<file path="src/rtl/level_sequencer.sv">
// level_sequencer: game-level controller for the cart game.
// Tracks level (0-7) and lives, and sequences idle / play / pause-after-clear /
// pause-after-crash / over / won. Pause length and blink rate count `tick`.
// Optional feature macro: LEVEL_SELECT_EN adds the sel_level start-level port.
module level_sequencer #(
  parameter int unsigned START_LIVES = 3,
  parameter int unsigned PAUSE_TICKS = 8,
  parameter int unsigned BLINK_TICKS = 2
) (
  input  logic       clk,
  input  logic       reset,
  input  logic       tick,
  input  logic       start,
  input  logic       clear_pulse,
  input  logic       crash_pulse,
`ifdef LEVEL_SELECT_EN
  input  logic [2:0] sel_level,
`endif
  output logic [2:0] level,
  output logic [1:0] lives,
  output logic       blank,
  output logic       game_over,
  output logic       win
);

  localparam int unsigned PcntW   = $clog2(PAUSE_TICKS) + 1;
  localparam int unsigned BlinkSh = $clog2(BLINK_TICKS);
  localparam logic [PcntW-1:0] PcntLast  = PcntW'(PAUSE_TICKS - 1);
  localparam logic [PcntW-1:0] PcntOne   = PcntW'(1);
  localparam logic [1:0]       LivesInit = 2'(START_LIVES);

  typedef enum logic [2:0] {
    StIdle,
    StPlay,
    StCleared,
    StCrashed,
    StOver,
    StWon
  } state_e;

  state_e           state_q, state_d;
  logic [2:0]       level_q, level_d;
  logic [1:0]       lives_q, lives_d;
  logic [PcntW-1:0] pcnt_q, pcnt_d;
  logic [2:0]       start_level;

`ifdef LEVEL_SELECT_EN
  assign start_level = sel_level;
`else
  assign start_level = 3'd0;
`endif

  // State, level, lives and pause counter registers.
  always_ff @(posedge clk or posedge reset) begin
    if (reset) begin
      state_q <= StIdle;
      level_q <= 3'd0;
      lives_q <= LivesInit;
      pcnt_q  <= '0;
    end else begin
      state_q <= state_d;
      level_q <= level_d;
      lives_q <= lives_d;
      pcnt_q  <= pcnt_d;
    end
  end

  // Next-state logic: game flow, level advance and life loss.
  always_comb begin
    state_d = state_q;
    level_d = level_q;
    lives_d = lives_q;
    pcnt_d  = pcnt_q;
    case (state_q)
      StIdle, StOver, StWon: begin
        if (start) begin
          state_d = StPlay;
          level_d = start_level;
          lives_d = LivesInit;
          pcnt_d  = '0;
        end
      end
      StPlay: begin
        // Crash wins over a simultaneous clear.
        if (crash_pulse) begin
          state_d = StCrashed;
          pcnt_d  = '0;
        end else if (clear_pulse) begin
          state_d = StCleared;
          pcnt_d  = '0;
        end
      end
      StCleared: begin
        if (tick) begin
          if (pcnt_q == PcntLast) begin
            pcnt_d = '0;
            if (level_q == 3'd7) begin
              state_d = StWon;
            end else begin
              level_d = level_q + 3'd1;
              state_d = StPlay;
            end
          end else begin
            pcnt_d = pcnt_q + PcntOne;
          end
        end
      end
      StCrashed: begin
        if (tick) begin
          if (pcnt_q == PcntLast) begin
            pcnt_d = '0;
            if (lives_q <= 2'd1) begin
              lives_d = 2'd0;
              state_d = StOver;
            end else begin
              lives_d = lives_q - 2'd1;
              state_d = StPlay;
            end
          end else begin
            pcnt_d = pcnt_q + PcntOne;
          end
        end
      end
      default: state_d = StIdle;
    endcase
  end

  // Outputs decoded from registered state only.
  always_comb begin
    level     = level_q;
    lives     = lives_q;
    game_over = (state_q == StOver);
    win       = (state_q == StWon);
    // Blink: odd half-periods of the pause count blank the digit.
    blank     = ((state_q == StCleared) || (state_q == StCrashed)) &&
                (((pcnt_q >> BlinkSh) & PcntOne) != '0);
  end

endmodule

</file>
<file path="config.mk">
export PLATFORM = sky130hd
export DESIGN_NAME = level_sequencer
export DESIGN_NICKNAME = d
export VERILOG_FILES = /design/src/rtl/level_sequencer.sv
export SDC_FILE = /design/constraint.sdc
export NUM_CORES = 1
export LEC_CHECK = 0
export ABC_AREA = 0
export BUFFER_PORTS_ARGS = -buffer_cell sky130_fd_sc_hd__buf_2
export CAP_MARGIN = 20
export CORE_AREA = 2 2 50 52
export DETAILED_ROUTE_END_ITERATION = 10
export DIE_AREA = 0 0 52 54
export PLACE_DENSITY = 0.6
export SLEW_MARGIN = 0
export SYNTH_ARGS = -nofsm -noshare
export SYNTH_HDL_FRONTEND = slang
export SYNTH_SLANG_ARGS = --single-unit
export TNS_END_PERCENT = 30
</file>
<file path="constraint.sdc">
create_clock -name clk -period 1.65 [get_ports clk]
set_input_delay 0.33 -clock clk [delete_from_list [all_inputs] [get_ports clk]]
set_output_delay 0.33 -clock clk [all_outputs]
set_load 0.03 [all_outputs]
</file>
# After elaboration in Yosys (flattened, before gate mapping)
# Index checks and enable logic that the tools add are counted.
# Widths: inputs -> output; s select.
[word_totals] ff_bits=12 latch_bits=0 mem_bits_rw=0 rom_bits=0 wordCells=61 n_memories=0
[classes] addsub=3 mul=0 div=0 magnitude_cmp=1 n_eq_ne=15 n_shift=0 mux=26 n_bitwise=0 n_reduce_logical=12
[op_table] operator="$mux 3" n=13
[op_table] operator="$mux 4" n=5
[op_table] operator="$ne 2x2->1 const B" n=6
[op_table] operator="$pmux 3 s4" n=1
[op_table] operator="$pmux 4 s3" n=1
[op_table] operator="$eq 3x3->1 const B" n=3
[op_table] operator="$mux 2" n=4
[op_table] operator="$reduce_and 4->1" n=2
[op_table] operator="$eq 3x2->1 const B" n=2
[op_table] operator="$pmux 3 s2" n=1
[op_table] operator="$reduce_and 6->1" n=1
[op_table] operator="$reduce_and 5->1" n=1
[op_table] operator="$add 4x1->4 const B" n=1
[op_table] operator="$eq 4x3->1 const B" n=1
[op_table] operator="$pmux 2 s2" n=1
[op_table] operator="$reduce_bool 2->1" n=2
[op_table] operator="$add 3x1->3 const B" n=1
[op_table] operator="$eq 3x1->1 const B" n=1
[op_table] operator="$logic_not 3->1" n=1
[op_table] operator="$ne 3x3->1 const B" n=1
[op_table] operator="$reduce_bool 3->1" n=1
[op_table] operator="$reduce_or 3->1" n=1
[op_table] operator="$le 2x1->1 const B" n=1
[op_table] operator="$ne 2x1->1 const B" n=1
[op_table] operator="4 further kinds" n=4

# Longest topological paths before layout
# Gate-level depths: netlist of run 1.
[depth] depth_word=5 ltp_mapped=6 depth_no_buf=5

# Least setup slack after synthesis of run 1
# Ideal clock, no wire load.
[synth_timing] kind="reg-to-reg" startpoint="register level_q[0] (netlist: level[0])" endpoint="register level_q[0] (netlist: level[0])" arrival_ns=1.572 path_slack_ns=-0.047 stages_incl_launch_ff=6 cell_sequence="dfrtp_1 -> ha_1 -> ha_1 -> o21ai_0 -> and3_2 -> mux2_2"
[synth_between] elab_chain_cells=5
[synth_rtl] element="from (decl)" line_no="42" source="logic [2:0] level_q, level_d;"
[synth_rtl] element="from (signal assigned)" line_no="62" source="level_q <= level_d;"
[synth_rtl] element="$add 3x1->3" line_no="100" source="level_d = level_q + 3'd1;"
[synth_rtl] element="$mux 3" line_no="97" source="if (level_q == 3'd7) begin"
[synth_rtl] element="$mux 3" line_no="95" source="if (pcnt_q == PcntLast) begin"
[synth_rtl] element="$mux 3" line_no="94" source="if (tick) begin"
[synth_rtl] element="$pmux 3 s2" line_no="74" source="case (state_q)"
# Several ways; a longest one is shown, not always the timed one. The select of a mux whose other input is x is not followed.
# A chain may end at the register's enable or synchronous reset.

# Final worst setup path of run 1
[layout_timing] startpoint="register state_q[1]" endpoint="output game_over"
[layout_between] elab_chain_cells=1
[layout_rtl] element="from (decl)" line_no="41" source="state_e state_q, state_d;"
[layout_rtl] element="from (signal assigned)" line_no="56" source="state_q <= StIdle;"
[layout_rtl] element="from (signal assigned)" line_no="61" source="state_q <= state_d;"
[layout_rtl] element="$eq 3x3->1" line_no="132" source="game_over = (state_q == StOver);"
[layout_rtl] element="to (decl)" line_no="22" source="output logic game_over,"
# No other way between the ends.

==> results of run 1 <==
## power by group
part	total (W)	switching, W	internal [W]	leakage, nW
combinational	0.000684	0.000364	0.000321	0.332
clock	0.000239	0.000105	0.000134	0.0210
sequential	0.000479	0.0000889	0.000390	0.138
total	0.00140	0.000558	0.000845	0.490
## flip-flops by register name, summed over array words and instances, names as in the netlist
name and cells:
level 3, state_q 3, lives 2, pcnt_q 4
## worst paths after layout
kind,startpoint,endpoint,slack [ns]
worst max-delay path,state_q[1]$_DFFE_PP0P_,game_over,-0.01
worst min-delay path,reset,level[2]$_DFFE_PP0P_,0.05
min in group clk,start,state_q[2]$_DFFE_PP0P_,0.27
worst min register to register,lives[0]$_DFFE_PP1P_,lives[0]$_DFFE_PP1P_,0.54
worst max register to register,state_q[1]$_DFFE_PP0P_,pcnt_q[0]$_DFFE_PP0P_,0.05
max in group asynchronous,reset,state_q[1]$_DFFE_PP0P_,1.25
## cell usage after synthesis (2+ instances only)
library cell | instances | area (um2)
o22ai_1 | 2 | 12.5
nand2_1 | 3 | 11.3
mux2i_1 | 3 | 30.0
inv_1 | 5 | 18.8
ha_1 | 3 | 37.5
nor2_1 | 7 | 26.3
mux2_2 | 3 | 33.8
dfstp_2 | 2 | 52.6
nor3_1 | 4 | 20.0
dfrtp_1 | 10 | 250
a311oi_1 | 2 | 17.5
and3_1 | 2 | 12.5
nand2b_1 | 2 | 12.5
o21ai_0 | 3 | 15.0
o211ai_1 | 2 | 15.0
a21oi_1 | 2 | 10.0
## per-stage QoR
step	power (W)	area, um2	instances	setup WS [ns]
floorplan	0.000917	772	77	0.00297
global placement	0.00112	920	126	0.0698
detailed placement	0.00113	920	126	0.0447
CTS	0.00140	995	133	-0.0454
global route	0.00151	1020	135	-0.0711
finish	0.00140	1020	135	-0.0119
## repair_timing
item / 4_1_cts / 5_1_grt
endpoints found under the setup margin: 3 / 7
gates resized for setup: 6 / 4
buffers inserted: 3 / 2
pin swaps: 1 / 4
## area by class of cell
cell class / instances / share of cell area
Multi-Input combinational cell: 57 / 0.421
Tap cell: 30 / 0.0369
Sequential cell: 12 / 0.302
Timing Repair Buffer: 27 / 0.186
Clock buffer: 4 / 0.0356
Inverter: 5 / 0.0184
## metal layers
layer | GRT usage | up-vias
li1 | - | 343
met1 | 0.162 | 349
met2 | 0.276 | 24
met3 | 0.0167 | 4
met4 | 0.105 | 0
met5 | 0 | -
## logic make-up (layout without fill, tap and decap cells)
logic type,after synthesis,after routing
AO/OA/AOI/OAI,17,17
adder cells (fa/ha/maj),3,3
buffers and inverters,8,36
flip-flops,12,12
multiplexers,7,7
AND/OR/NAND/NOR,30,30
==> results.md, run 1 <==
* Failing checks: setup timing
* Row count at 18
* Maximum buffer depth of the clock tree at 2
* Vias in the first global route at approximately 710
* Tot GR Track Use at 0.151
* CTS tree: built
* Layout Nets at 115
* Final routed DRC violation total at 0
* Worst path slowest cell: dfrtp_2
* Minimum clock period at 1.66 ns
* Clk_skew at around 0.0014 ns
* Most used DFF post-synth: dfrtp_1
* Max-slew violations at 0
* Syn Area/Cell at roughly 10 um2
* Seq cells post-synth at 12
* Grt total ovfl at 0
* Detailed-placement wirelength estimate at around 1300 um
* Crit Path Max Fanout at 3
* Initial DRC count at 20
* Synth warn at 0
* Status: complete, but fails checks
* Synth Area in Adders at 0.0488
* # fillers at 224
* Initial antenna violation count at 0
* Post-synthesis cell area at between 700 and 800 um2
* Syn_nets at 86
* Post-route setup slack at -0.0119 ns
* H-Tree Depth at 1
* FF/Latch Area at about 310 um2
* CP arrival at 1.33 ns
* Number of enable-type register cells in the synthesized netlist at 0
* Antenna cells at 0
* WP data required at roughly 1.3 ns
* Critical Path Source Type: flip-flop
* TNS Setup at -0.0134 ns
* Top sig layer: met4
* Vias at 720
* Seq/Total Area, Yosys at 0.393
* Crit path max-delay family: flip-flops
* Critical path cell sequence: buf_6, or2b_1, nor2_1, buf_4
* Share of layout cells above drive strength 1 at 0.467
* Die ar. at 2810 um2
* R2R cell count at 4
* Post-synthesis mux area share at 0.102
* Met2 WL post-DR at 1040 um
* # IOs at 14
* IO buf count at 13
* Vias per cell at 5.33
* Max Cap Violations at 0
* Die Wd at around 52 um
* Area grow syn2layout at 32.4%
* Cells after synthesis at just under 80
* Peak supply drop at between 0.5 and 0.6 mV
* Final core utilization at 0.439
* Core area at roughly 2300 um2
* Worst-Skew Late Latency at 0.27 ns
* Synth unique cells at 38
* Leak pwr at ~0.49 nW
* Largest family of logic cells by synthesized area: simple AND/OR/NAND/NOR gates
* CP bufs+invs at 2
* Hold slack at between 0.05 and 0.06 ns
* Commonest non-fill, non-tap cells in the layout: buf_4 (14), buf_2 (10), nor2_1 (7), dfrtp_1 (6), inv_1 (5)
* Pin count of the biggest net entering global routing at 13
* Worst Max-Slew Pin Slew at roughly 0.48 ns
* Post-synthesis async set-or-reset flop share at 1.00
* Die height at about 54 um
* Met3 wire len at 50 um
* WL per Instance at ~14 um
* Final setup vio count at 2
* Max Freq at between 0.6 and 0.7 GHz
* Relative max-transition margin at 0.683
* Unrepaired setup endpoints after global routing: true
* Placer congestion estimate at around 0.76
* CP Depth at 4
* Most common cell after layout, fill and taps aside: buf_4
* Antenna-violating nets left at 0
* # clock sinks at 12
* Detailed Routing Iterations Pass 1 at 4
* Root Driver: clkbuf_4
* Final Hold Vio Count at 0
* Final Cycle Share at 1.01
* Clock buffer count from CTS at 3
* Min-delay worst type: input pin to async pin
* XOR/XNOR share of the synthesized area at 0
* Crit. End Element: primary output
* Worst Setup Path Type: flip-flop to primary output
* Clock slew at reported path FFs at 0.08 ns
* Complex-gate fraction of the synthesized area at 0.163
* First-pass GRT wire length at ~3000 um
* Multi-input logic area at 429 um2
* Power Density at 1380 nW/um2
* Slowest stage delay, CP at 0.41 ns
* Initial Util at 0.332
* Cts hold-fix bufs at 0
* M1 WL at approximately 760 um
* Simple-Gate Fraction of Synth Area at 0.239
* Detailed Route WL at roughly 1900 um
Note: power is estimated with default switching activity, not from simulation.
==> inputs of run 2 (changes only) <==
--- a/config.mk
+++ b/config.mk
@@ -11,7 +11,8 @@
 export CORE_AREA = 2 2 50 52
 export DETAILED_ROUTE_END_ITERATION = 10
 export DIE_AREA = 0 0 52 54
-export PLACE_DENSITY = 0.6
+export PLACE_DENSITY = 0.58
+export SETUP_SLACK_MARGIN = 0.02
 export SLEW_MARGIN = 0
 export SYNTH_ARGS = -nofsm -noshare
 export SYNTH_HDL_FRONTEND = slang
==> constraint.sdc (replaced) <==
create_clock -name clk -period 1.59 [get_ports clk]
set_input_delay 0.318 -clock clk [delete_from_list [all_inputs] [get_ports clk]]
set_output_delay 0.318 -clock clk [all_outputs]
set_load 0.03 [all_outputs]
==> run 2 against run 1 <==
The run still ends with setup timing left; clock-buffer cell count is the same; via count decreased by 1.9%; sequential power grew 4.6%; cell count increased by 2.2%; setup slack worse by 0.074 ns; critical path depth did not move; final area grew 2.7%; die area unchanged.
==> results.md, run 2 (same netlist as run 1, synthesis figures left out) <==
* Vias per cell at 5.12 (-4.1%)
* Failing checks: setup timing
* Detailed Routing Iterations Pass 1 at 7 (+3)
* Maximum buffer depth of the clock tree at 2 (unchanged)
* CTS tree: built
* Placed cell areas at 941 um2 (+2.3%)
* Net Sw Frac at 0.386 (-0.0116)
* Worst Max-Slew Pin Slew at 0.481 ns (+0.00565 ns)
* Peak supply drop at 0.652 mV (+13%)
* Final Hold Vio Count at 0 (unchanged)
* Worst Setup Path Type: flip-flop to primary output
* Worst r2r dst: pcnt_q[0]$_DFFE_PP0P_
* Critical Path Source Type: flip-flop
* Antenna-violating nets left at 0 (unchanged)
* IO buf count at 13 (unchanged)
* Clk_skew at 0.000476 ns (-0.000958 ns)
* Max-slew violations at 0 (unchanged)
* Vias at 706 (-1.9%)
* Final instance area at 1050 um2 (+2.7%)
* Row count at 18 (unchanged)
* Pre-CTS setup slack at 0.0391 ns (-0.00559 ns)
* WL per Instance at 12.7 um (-9.2%)
* Commonest non-fill, non-tap cells in the layout: buf_4 (17), buf_2 (10), nor2_1 (7), dfrtp_1 (7), inv_1 (5)
* Detailed-placement wirelength estimate at 1380 um (+3.0%)
* First-pass GRT wire length at 2960 um (-2.7%)
* Power Internal at 0.000903 W (+6.9%)
* Initial antenna violation count at 0 (unchanged)
* Clock slew at reported path FFs at 0.08 ns (about the same)
* Initial Util at 0.332 (unchanged)
* Comb pwr share at 0.495 (+0.007)
* Initial DRC count at 10 (-50%)
* Pin count of the biggest net entering global routing at 13 (unchanged)
* Post-route setup slack at -0.0856 ns (-0.0737 ns)
* Final routed DRC violation total at 0 (unchanged)
* Cts hold-fix bufs at 0 (unchanged)
* Power Density at 1410 nW/um2 (+2.1%)
* WP data required at 1.27 ns (-0.05 ns)
* FF-to-FF setup slack at -0.02 ns (-0.07 ns)
* Crit. End Element: primary output
* Max Freq at between 0.5 and 0.6 GHz
* CP arrival at 1.36 ns (+0.03 ns)
* Most common cell after layout, fill and taps aside: buf_4
* Antenna cells at 0 (unchanged)
* Die Wd at 52 um (unchanged)
* Switch Pwr at 0.000568 W (+1.8%)
* # clock sinks at 12 (unchanged)
* # IOs at 14 (unchanged)
* Leak pwr at 0.502 nW (+2.3%)
* H-Tree Depth at 1 (unchanged)
* Detailed Route WL at 1760 um (-7.1%)
* Clock share of power at 0.164 (-0.007)
* Min-delay worst type: input pin to async pin
* Grt total ovfl at 0 (unchanged)
* Reg with most FFs: pcnt_q
* Worst-Skew Late Latency at 0.27 ns (about the same)
* Die height at 54 um (unchanged)
* Placer congestion estimate at 0.733 (-3.4%)
* Root Driver: clkbuf_4
* Core area at 2320 um2 (unchanged)
* R2R cell count at 5 (+1)
* Relative max-transition margin at 0.679 (-0.00377)
* RR Startpoint: state_q[2]$_DFFE_PP0P_
* Unrepaired setup endpoints after global routing: true
* Max Cap Violations at 0 (unchanged)
* Sequential share of power at 0.341 (about the same)
* Area grow syn2layout at 35.9%
* Share of layout cells above drive strength 1 at 0.491 (+0.0241)
* Final setup vio count at 4 (+2)
* Final Cycle Share at 1.05
* Clock buffer count from CTS at 3 (unchanged)
* Die ar. at 2810 um2 (unchanged)
* Max reg flops at 4 (unchanged)
* Tot GR Track Use at 0.145 (-0.00556)
* Layout Nets at 118 (+2.6%)
* Minimum clock period at between 1.5 and 2 ns
* Worst setup path start: state_q[1]$_DFFE_PP0P_
* Vias in the first global route at 660 (-6.9%)
* Status: complete, but fails checks
* Crit Path Max Fanout at 3 (unchanged)
run 2: worst max path at each step:
stage,end,slack [ns],depth (start not counted)
floorplan,game_over,-0.009,3
global placement,pcnt_q[0]$_DFFE_PP0P_,0.07,3
detailed placement,level[1]$_DFFE_PP0P_,0.04,5
CTS,game_over,-0.09,4
global route,game_over,-0.14,4
finish,game_over,-0.09,4
run 2: critical path: stages, from the launching register on:
cell and delay, ns:
dfrtp_2 0.42, buf_6 0.12, or2b_1 0.24, nor2_1 0.13, buf_4 0.17
run 2: metrics by stage:
stage                     hold slack [ns]  setup TNS (ns)  std cells  utilization  power [W]
after detailed placement            0.378               0        128        0.406    0.00121
after floorplan                     0.181         -0.0189         77            -   0.000958
after global placement              0.362               0        128        0.406    0.00119
after global routing               0.0791          -0.501        138        0.451    0.00160
after CTS                          0.0827          -0.194        134        0.434    0.00148
final                              0.0516          -0.195        138        0.451    0.00147
run 2: layout make-up:
class	count	area, um2
fill	230	1270
clock buffer	4	36.3
multi-input combinational	57	435
tap	30	37.5
sequential	12	307
inverter	5	18.8
timing repair buffer	30	211
run 2: power by group through the flow:
stage / combinational [W] / sequential, W / clock, W
floorplan: 0.000405 / 0.000553 / 0
global placement: 0.000684 / 0.000509 / 0
detailed placement: 0.000695 / 0.000514 / 0
CTS: 0.000729 / 0.000504 / 0.000250
global route: 0.000813 / 0.000517 / 0.000274
finish: 0.000729 / 0.000501 / 0.000241
run 2: layer usage:
layer	wire length, um	track usage	share of wire	vias up
met4	19	0.0526	0.011	0
met5	0	0	0	-
li1	-	-	-	345
met2	886	0.243	0.50	12
met3	71	0.0333	0.040	4
met1	780	0.183	0.44	345
run 2: timing repair:
| item | in CTS | in global routing |
|---|---|---|
| setup buffers | 2 | 4 |
| resized for setup | 6 | 3 |
| setup endpoints to repair | 5 | 10 |
| pin swaps | 2 | 3 |
